`config.mk`:
```
export PLATFORM = sky130hd
export DESIGN_NAME = inst_fetch_queue
export DESIGN_NICKNAME = d
export VERILOG_FILES = /design/src/rtl/ifq_pkg.sv /design/src/rtl/inst_fetch_queue_y86_len_decode.sv /design/src/rtl/inst_fetch_queue.sv
export SDC_FILE = /design/constraint.sdc
export NUM_CORES = 1
export LEC_CHECK = 0
export ABC_AREA = 1
export CAP_MARGIN = 20
export CORE_ASPECT_RATIO = 1.25
export CORE_MARGIN = 5
export CORE_UTILIZATION = 54
export CTS_CLUSTER_DIAMETER = 150
export DETAILED_ROUTE_END_ITERATION = 6
export PLACE_DENSITY = 0.9
export SYNTH_ARGS = -nofsm -noshare
export SYNTH_HDL_FRONTEND = slang
export SYNTH_SLANG_ARGS = --single-unit
```
`constraint.sdc`:
```
create_clock -name clk -period 5.1 [get_ports clk]
set_input_delay 0.51 -clock clk [delete_from_list [all_inputs] [get_ports clk]]
set_output_delay 0.51 -clock clk [all_outputs]
set_load 0.03 [all_outputs]
```
`src/rtl/ifq_pkg.sv`:
```
// Shared types and constants for the instruction fetch queue: memory-FSM states,
// instruction length limits and the Y86 opcode nibbles used by the length decoder.
package ifq_pkg;

  typedef enum logic [1:0] {
    IFQ_IDLE = 2'd0,
    IFQ_REQ  = 2'd1,
    IFQ_WAIT = 2'd2
  } ifq_state_e;

  localparam logic [2:0] IFQ_LEN_MIPS = 3'd4;
  localparam logic [2:0] IFQ_LEN_MAX  = 3'd6;

  localparam logic [3:0] Y86_OP_HALT   = 4'h0;
  localparam logic [3:0] Y86_OP_NOP    = 4'h1;
  localparam logic [3:0] Y86_OP_RRMOVL = 4'h2;
  localparam logic [3:0] Y86_OP_IRMOVL = 4'h3;
  localparam logic [3:0] Y86_OP_RMMOVL = 4'h4;
  localparam logic [3:0] Y86_OP_MRMOVL = 4'h5;
  localparam logic [3:0] Y86_OP_OPL    = 4'h6;
  localparam logic [3:0] Y86_OP_JXX    = 4'h7;
  localparam logic [3:0] Y86_OP_CALL   = 4'h8;
  localparam logic [3:0] Y86_OP_RET    = 4'h9;
  localparam logic [3:0] Y86_OP_PUSHL  = 4'hA;
  localparam logic [3:0] Y86_OP_POPL   = 4'hB;
  localparam logic [3:0] Y86_OP_JMIPS  = 4'hC;

endpackage

```
`src/rtl/inst_fetch_queue_y86_len_decode.sv`:
```
// Combinational Y86 instruction length from the opcode nibble of byte 0.
module y86_len_decode
  import ifq_pkg::*;
(
  input  logic [3:0] i_op,
  output logic [2:0] o_len
);

  always_comb begin
    o_len = 3'd1;
    case (i_op)
      Y86_OP_HALT, Y86_OP_NOP, Y86_OP_RET:                   o_len = 3'd1;
      Y86_OP_RRMOVL, Y86_OP_OPL, Y86_OP_PUSHL, Y86_OP_POPL:  o_len = 3'd2;
      Y86_OP_JXX, Y86_OP_CALL, Y86_OP_JMIPS:                 o_len = 3'd5;
      Y86_OP_IRMOVL, Y86_OP_RMMOVL, Y86_OP_MRMOVL:           o_len = IFQ_LEN_MAX;
      default:                                               o_len = 3'd1;
    endcase
  end

endmodule

```
`src/rtl/inst_fetch_queue.sv`:
```
// Fetch front end: issues word reads, buffers bytes and presents MIPS/Y86 instructions.
// Optional build macro IFQ_PERF_EN adds the issued/starve performance counters.
module inst_fetch_queue
  import ifq_pkg::*;
#(
  parameter int DEPTH_WORDS = 3
) (
  input  logic        clk,
  input  logic        resetn,
  input  logic        redirect,
  input  logic [31:0] redirect_pc,
  input  logic        redirect_mode,
  output logic        imem_req,
  output logic [31:0] imem_addr,
  input  logic        imem_gnt,
  input  logic        imem_rvalid,
  input  logic [31:0] imem_rdata,
  output logic        inst_valid,
  input  logic        inst_ready,
  output logic [47:0] inst,
  output logic        inst_mode,
  output logic [31:0] inst_pc,
  output logic [31:0] next_inst_pc,
  output logic [31:0] perf_issued,
  output logic [31:0] perf_starve
);

  localparam int CAP   = 4 * DEPTH_WORDS;
  localparam int BUF_W = 8 * CAP;
  localparam int CW    = $clog2(CAP + 1);

  ifq_state_e       r_state, w_state_nxt;
  logic [31:0]      r_pc, r_addr;
  logic             r_mode, r_drop, w_drop_nxt;
  logic [1:0]       r_skip;
  logic [CW-1:0]    r_cnt, w_cnt_base, w_cnt_nxt;
  logic [BUF_W-1:0] r_buf, w_buf_base, w_buf_nxt;
  logic [2:0]       w_y86_len, w_len, w_nbytes;
  logic [31:0]      w_word;
  logic [47:0]      w_inst;
  logic             w_valid, w_pop, w_accept, w_free_ok;

  y86_len_decode u_len (
    .i_op  (r_buf[7:4]),
    .o_len (w_y86_len)
  );

  assign w_len    = r_mode ? w_y86_len : IFQ_LEN_MIPS;
  assign w_valid  = (r_cnt >= CW'(w_len));
  assign w_pop    = w_valid & inst_ready & ~redirect;
  assign w_accept = (r_state == IFQ_WAIT) & imem_rvalid & ~r_drop & ~redirect;

  // Buffer update: pop first, then append the (possibly trimmed) word behind what is left.
  always_comb begin
    w_word     = imem_rdata >> {r_skip, 3'b000};
    w_nbytes   = 3'd4 - {1'b0, r_skip};
    w_buf_base = w_pop ? (r_buf >> {w_len, 3'b000}) : r_buf;
    w_cnt_base = w_pop ? (r_cnt - CW'(w_len)) : r_cnt;
    w_buf_nxt  = w_buf_base;
    w_cnt_nxt  = w_cnt_base;
    if (w_accept) begin
      w_buf_nxt = w_buf_base | (BUF_W'(w_word) << {w_cnt_base, 3'b000});
      w_cnt_nxt = w_cnt_base + CW'(w_nbytes);
    end
    if (redirect) begin
      w_buf_nxt = '0;
      w_cnt_nxt = '0;
    end
  end

  // Room is judged on the post-update count, so a response cycle can chain straight into
  // the next request and a redirect can request from its new address one cycle later.
  assign w_free_ok = (w_cnt_nxt <= CW'(CAP - 4));

  always_comb begin
    w_state_nxt = r_state;
    w_drop_nxt  = r_drop;
    case (r_state)
      IFQ_IDLE: if (w_free_ok) w_state_nxt = IFQ_REQ;
      IFQ_REQ: begin
        if (imem_gnt) begin
          w_state_nxt = IFQ_WAIT;
          w_drop_nxt  = redirect;
        end
      end
      IFQ_WAIT: begin
        if (imem_rvalid) begin
          w_drop_nxt  = 1'b0;
          w_state_nxt = w_free_ok ? IFQ_REQ : IFQ_IDLE;
        end else if (redirect) begin
          w_drop_nxt = 1'b1;
        end
      end
      default: w_state_nxt = IFQ_IDLE;
    endcase
  end

  always_ff @(posedge clk or negedge resetn) begin
    if (!resetn) begin
      r_state <= IFQ_IDLE;
      r_drop  <= 1'b0;
      r_cnt   <= '0;
      r_buf   <= '0;
      r_pc    <= '0;
      r_mode  <= 1'b0;
      r_addr  <= '0;
      r_skip  <= '0;
    end else begin
      r_state <= w_state_nxt;
      r_drop  <= w_drop_nxt;
      r_cnt   <= w_cnt_nxt;
      r_buf   <= w_buf_nxt;
      if (redirect) begin
        r_pc   <= redirect_pc;
        r_mode <= redirect_mode;
        r_addr <= {redirect_pc[31:2], 2'b00};
        r_skip <= redirect_pc[1:0];
      end else begin
        if (w_pop) r_pc <= next_inst_pc;
        if (w_accept) begin
          r_addr <= r_addr + 32'd4;
          r_skip <= 2'd0;
        end
      end
    end
  end

  always_comb begin
    w_inst = '0;
    for (int k = 0; k < int'(IFQ_LEN_MAX); k++) begin
      if (3'(k) < w_len) w_inst[8*k +: 8] = r_buf[8*k +: 8];
    end
  end

  assign imem_req     = (r_state == IFQ_REQ);
  assign imem_addr    = r_addr;
  assign inst_valid   = w_valid;
  assign inst         = w_inst;
  assign inst_mode    = r_mode;
  assign inst_pc      = r_pc;
  assign next_inst_pc = w_valid ? (r_pc + {29'd0, w_len}) : r_pc;

`ifdef IFQ_PERF_EN
  logic [31:0] r_perf_issued, r_perf_starve;

  always_ff @(posedge clk or negedge resetn) begin
    if (!resetn) begin
      r_perf_issued <= '0;
      r_perf_starve <= '0;
    end else begin
      if (w_valid & inst_ready)  r_perf_issued <= r_perf_issued + 32'd1;
      if (~w_valid & inst_ready) r_perf_starve <= r_perf_starve + 32'd1;
    end
  end

  assign perf_issued = r_perf_issued;
  assign perf_starve = r_perf_starve;
`else
  assign perf_issued = '0;
  assign perf_starve = '0;
`endif

endmodule

```
==> reports/metrics.cfg, run 1 <==
[status]
status=complete, no violations

[sta]
worstMarginPinSlew_ns=0.971
maxSlewViolCount=0
fmax_mhz=218
period_share_pct=89.9
tns_ns=0
hold_viol_final=0
rsz0062_at_grt=no
clock_skew_ns=0.0120
fin_crit_ns=4.58
setup_violations=0
slew_headroom_pct=35.0

[placed_design]
dpl.hpwl_mm=40.9
portBuffers=215
place_congestion=1.06
place_area_sq_mm=0.0162

[yosys]
ys_ff_latch=168
synth_area_per_cell_sq_um=6.22
netlist_instances=2311
yosysWarnings=0
yosysSeqAreaShare_pct=29.3
ys_types=47
syn_area_sq_mm=0.0144
synth_edf_count=0
synthFlopType=dfrtp_1
synthArstFlopShare_pct=100

[final_layout]
area_growth_pct=17.4
drive_gt1_share_pct=5.01
fin_area_sq_mm=0.0169
antennaDiodeCount=0
nNetsFinal=2509

[power_and_ir_drop]
power.net_switching_mw=5.42
p_comb_share_pct=64.4
power.total_mw=9.75
p_int_mw=4.33
leakagePower_nw=7.66
swShare_pct=55.6
seqPwrFrac_pct=20.9
p_per_area_mw_per_mm2=578
power_frac_clock_pct=14.7
peakVddDrop_v=0.000748

[clock_tree]
cts_tree=done
numClockSinks=168
cts-root-buf=clkbuf_16
holdBufCountCts=0
cts.repair.resized=0
cts_max_level=4
cts_inserted_buffers=17
clk-insertion-delay-late_ns=0.45
postCtsSetupBuffers=0
clk_pin_slew_ns=0.07
clock_path_buffers=2

[drt]
drtPass1Iterations=6
post_drt_wl_per_cell_um=20.3
routed_wl_mm=56.5
viasPerCell=6.09
vias=16914
drc_errors=0
drt_iter0_drc=2413
drtAntennaViolNets=0

[setup_path]
rrSetupSlack_ns=0.70
endpoint=next_inst_pc[6]
timing.rr.start=r_buf[7]
cp-end-kind=output pin
start_kind=flop
crit_type=reg2out
reg2regPathDepth=22
worstPathArrival_ns=4.07
cp-startpoint=inst_mode
critPathRequiredTime_ns=4.59
r2r_end=r_state[0]
path_max_fanout=25

[floorplan]
coreArea_sq_mm=0.0262
dieArea_sq_mm=0.0300
ios=282
start_util_pct=54.9
chipWidth_um=156
placementRows=66
die_y_um=192

[global_route]
grt_max_degree=96
grtUsageTotal_pct=36.6
grt_pass1_vias=15895
grt_pass1_wl_mm=87.1
antenna_found_initial=0
overflow=0

[worst_hold_path]
min_path_type=in2async

[flow_run]
drv_cap=0

-- power by group through the flow --
stage	combinational [mW]	clock [mW]	sequential [mW]
final	6.27	1.43	2.04
after global routing	6.73	1.49	2.06
after CTS	6.11	1.43	2.02
after detailed placement	6.08	0	2.03
after global placement	6.02	0	2.03
after floorplan	3.96	0	2.18
-- registers in the layout (all words and copies together), names as in the netlist --
name	cells
r_buf	96
inst_pc	32
imem_addr	30
r_cnt	4
r_skip	2
r_state	2
inst_mode	1
r_drop	1
-- stage by stage --
stage	hold slack [ns]	cells	setup slack, ns	util (%)
after floorplan	0.214	2376	0.889	-
after global placement	0.510	2744	1.00	62.0
after detailed placement	0.511	2745	0.840	62.0
after CTS	0.196	2777	0.620	64.4
after global routing	0.229	2777	0.355	64.4
final	0.155	2777	0.517	64.4
-- cell type report --
type / instances / area (sq um)
flip-flops and latches: 168 / 4200
repair buffers: 239 / 2280
well taps: 340 / 425
inverters: 218 / 821
clock buffers: 18 / 439
multi-input cells: 1780 / 8500
fillers: 2395 / 9320
clock inverters: 14 / 185
-- worst min-delay path by stage --
stage | end | slack (ns) | depth (start not counted)
2_1_floorplan | imem_addr[10] | 0.21 | 0
3_3_place_gp | inst_pc[31] | 0.51 | 2
3_5_place_dp | r_state[0] | 0.51 | 3
4_1_cts | inst_pc[11] | 0.20 | 1
5_1_grt | inst_pc[11] | 0.23 | 1
6_report | inst_pc[11] | 0.16 | 1
-- kinds of logic (layout without fill, tap and decap cells) --
kind of cell	count (synthesis)	after routing	share of synthesized area (%)
simple gates	1238	1238	35.6
buf+inv	428	489	13.5
compound gates	411	411	17.2
flops	168	168	29.3
xor+xnor	50	50	3.05
fa+ha+maj	14	14	1.38
other cells	1	66	0.0261
mux	1	1	0.0697
-- worst max-delay path: stages, from the launching register on --
cell	delay, ns
dfrtp_1	0.60
nand3_2	0.14
inv_1	0.20
ha_1	0.19
inv_1	0.06
fa_1	0.40
nand2_1	0.12
nand3_2	0.11
buf_4	0.24
inv_1	0.36
nor2_1	0.17
nand2_1	0.12
xor2_1	0.23
inv_1	0.06
clkdlybuf4s50_1	0.60
-- synth_stat cells (all sizes together), types with 17 or more instances --
master    n  area [sq um]
buf     122           786
dfrtp   168          4200
o221ai   17           149
a21oi    88           440
a22oi    21           158
nand3   192           978
inv     217           817
xor2     38           333
o22ai    34           213
o21ai   159           815
nand2   721          2710
nand4    29           181
nor2    249           976
clkbuf   88           330
o211ai   65           488
nor3     29           145
-- cell usage in the layout, fill, tap and decap left out, types with 4 or more instances in the layout --
master and n:
a21boi_0 5, a21oi_1 86, a22oi_1 21, buf_4 52, clkbuf_16 17, clkdlybuf4s50_1 183
conb_1 66, dfrtp_1 168, ha_1 11, inv_1 210, inv_2 6, inv_6 5
nand2_1 718, nand3_1 189, nand4_1 29, nor2_1 242, nor2_4 4, nor3_1 29
nor4_1 4, o211ai_1 65, o21a_1 12, o21ai_0 150, o21ai_1 6, o21bai_1 7
o221ai_1 17, o22ai_1 34, or2_2 9, xnor2_1 12, xor2_1 38
-- metal layers --
| metal | up-vias | global-route usage [%] | routed length, um |
|---|---|---|---|
| met5 | - | 0 | 0 |
| li1 | 7613 | - | - |
| met4 | 0 | 21.1 | 3790 |
| met2 | 1301 | 58.3 | 25900 |
| met1 | 7731 | 45.1 | 19900 |
| met3 | 269 | 8.97 | 6890 |
(Power assumes the default switching activity.)
==> run 2, diff against run 1 <==
--- a/config.mk
+++ b/config.mk
@@ -9,10 +9,12 @@
 export CAP_MARGIN = 20
 export CORE_ASPECT_RATIO = 1.25
 export CORE_MARGIN = 5
-export CORE_UTILIZATION = 54
+export CORE_UTILIZATION = 59
 export CTS_CLUSTER_DIAMETER = 150
 export DETAILED_ROUTE_END_ITERATION = 6
-export PLACE_DENSITY = 0.9
+export DONT_BUFFER_PORTS = 1
+export PLACE_DENSITY = 0.85
+export RECOVER_POWER = 100
 export SYNTH_ARGS = -nofsm -noshare
 export SYNTH_HDL_FRONTEND = slang
 export SYNTH_SLANG_ARGS = --single-unit
==> constraint.sdc (replaced) <==
create_clock -name clk -period 3.8 [get_ports clk]
set_input_delay 0.38 -clock clk [delete_from_list [all_inputs] [get_ports clk]]
set_output_delay 0.38 -clock clk [all_outputs]
set_load 0.03 [all_outputs]
==> reports/metrics.cfg, run 2 (same netlist as run 1, synthesis figures left out) <==
[drt]
m1WireLength_mm=18.5  ; -6.9%
highest_layer=met4
routed_wl_mm=55.0  ; -2.6%
drt_iter0_drc=2534  ; +5.0%
drtPass1Iterations=7  ; +1
drtAntennaViolNets=0  ; unchanged
dr_wl_met2_mm=25.0  ; -3.4%
drc_errors=0  ; unchanged
post_drt_wl_per_cell_um=20.8  ; +2.3%
viasPerCell=6.11  ; +0.40%
route.met3.wl_mm=7.29  ; +5.9%
vias=16168  ; -4.4%

[final_layout]
multiInputGateArea_sq_mm=0.00854  ; +0.43%
drive_gt1_share_pct=8.41  ; +3.4 points
fill_cells=2253  ; -5.9%
antennaDiodeCount=0  ; unchanged
final_cell_mix=717 x nand2_1, 239 x nor2_1, 208 x inv_1
seq_area_sq_mm=0.00420  ; unchanged
largest_reg_flops=96  ; unchanged
final_cells=2644  ; -4.8%
final_common_cell=nand2_1
nNetsFinal=2392  ; -4.7%
regMostFlops=r_buf
fin_area_sq_mm=0.0156  ; -7.3%
area_growth_pct=8.77

[setup_path]
endpoint=next_inst_pc[18]
start_kind=flop
worstPathArrival_ns=3.41  ; -0.66 ns
critPathRequiredTime_ns=3.42  ; -1.17 ns
cp-end-kind=output pin
timing.rr.start=r_buf[4]
r2r_end=r_state[0]
path_max_fanout=4  ; -84%
cp-startpoint=r_buf[4]
rrSetupSlack_ns=0.23  ; -0.47 ns
crit_type=reg2out
reg2regPathDepth=23  ; +4.5%

[sta]
clock_skew_ns=0.00891  ; -0.00310 ns
hold_viol_final=168  ; +168
fmax_mhz=264
period_share_pct=99.7
holdWs_ns=-0.385  ; -0.540 ns
slew_headroom_pct=37.8  ; +2.7 points
setup_violations=0  ; unchanged
rsz0062_at_grt=yes
maxSlewViolCount=0  ; unchanged
tns_ns=0  ; unchanged
worstMarginPinSlew_ns=0.924  ; -0.0468 ns
fin_crit_ns=3.79

[clock_tree]
cts-root-buf=clkbuf_16
cts_inserted_buffers=17  ; unchanged
clock_path_buffers=2  ; unchanged
numClockSinks=168  ; unchanged
clk-insertion-delay-late_ns=0.46  ; about the same
cts_max_level=4  ; unchanged
cts_tree=done
clk_pin_slew_ns=0.07  ; about the same

[placed_design]
portBuffers=0  ; -100%
place_congestion=1.05  ; -0.72%
dp.cells=2602  ; -5.2%
place_area_sq_mm=0.0148  ; -8.6%
dpl.hpwl_mm=39.5  ; -3.4%

[global_route]
overflow=0  ; unchanged
grt_pass1_vias=15148  ; -4.7%
grtUsageTotal_pct=39.0  ; +2.4 points
antenna_found_initial=0  ; unchanged
grt_max_degree=169  ; +76%
grt_pass1_wl_mm=84.2  ; -3.4%

[floorplan]
die_y_um=184  ; -4.1%
chipWidth_um=150  ; -4.1%
dieArea_sq_mm=0.0276  ; -8.0%
start_util_pct=60.1  ; +5.3 points
coreArea_sq_mm=0.0239  ; -8.8%
placementRows=63  ; -4.5%
ios=282  ; unchanged

[status]
violations=negative hold slack
status=complete, but fails checks

[power_and_ir_drop]
power.total_mw=12.8  ; +32%
p_per_area_mw_per_mm2=822  ; +42%
peakVddDrop_v=0.000695  ; -7.1%
leakagePower_nw=7.33  ; -4.3%

[worst_hold_path]
min_path_type=in2async

[flow_run]
drv_cap=0  ; unchanged

run 2: power breakdown:
group          leakage [nW]  switching (mW)  total [mW]  internal (mW)
logic                  4.83            5.34        7.70           2.36
registers              2.19           0.978        3.16           2.18
clock network         0.308           0.792        1.98           1.19
run 2: how the worst min path moves through the flow:
stage | endpoint | slack, ns | cells past startpoint | start
floorplan | imem_addr[10] | 0.08 | 0 | resetn
global placement | r_buf[17] | 0.09 | 0 | resetn
detailed placement | r_buf[1] | 0.09 | 0 | resetn
CTS | r_buf[1] | -0.39 | 0 | resetn
global route | r_buf[17] | -0.39 | 0 | resetn
finish | r_buf[17] | -0.38 | 0 | resetn
run 2: what timing repair did:
item | 4_1_cts | 5_1_grt
endpoints found under the hold margin | 168 | 168
setup endpoints to repair | 7 | 17
resized for setup | 4 | 11
pin swaps | 0 | 5
setup buffers | 3 | 7
run 2: routing by layer:
metal  up-vias  global-route usage (%)
met5         -                       0
met4         0                    24.4
met3       237                    12.5
met2      1219                    62.7
met1      7341                    45.0
li1       7371                       -
run 2: stage by stage:
step | setup WS (ns) | utilization, %
after floorplan | 0.0844 | -
after global placement | 0.380 | 62.1
after detailed placement | 0.169 | 62.1
after CTS | -0.0231 | 65.0
after global routing | -0.143 | 65.4
final | 0.0122 | 65.4
run 2: cell type report:
| cell class | count | share of cell area [%] |
|---|---|---|
| clock buffer | 21 | 2.88 |
| multi-input combinational | 1780 | 54.6 |
| inverter | 218 | 5.29 |
| sequential | 168 | 26.9 |
| tap | 325 | 2.60 |
| timing repair buffer | 122 | 6.45 |
| clock inverter | 10 | 1.23 |
run 2: critical path: stages (launching register included):
cell and delay, ns:
dfrtp_1 0.41, nand2_1 0.11, nand3_2 0.12, nand3_2 0.11
inv_4 0.12, ha_1 0.17, inv_1 0.05, fa_1 0.37
inv_1 0.11, nand2_1 0.09, a21oi_2 0.23, nand4_1 0.21
nor2_2 0.19, nand3_2 0.12, nor2_1 0.13, nand2_1 0.08
and2_4 0.19, buf_12 0.13
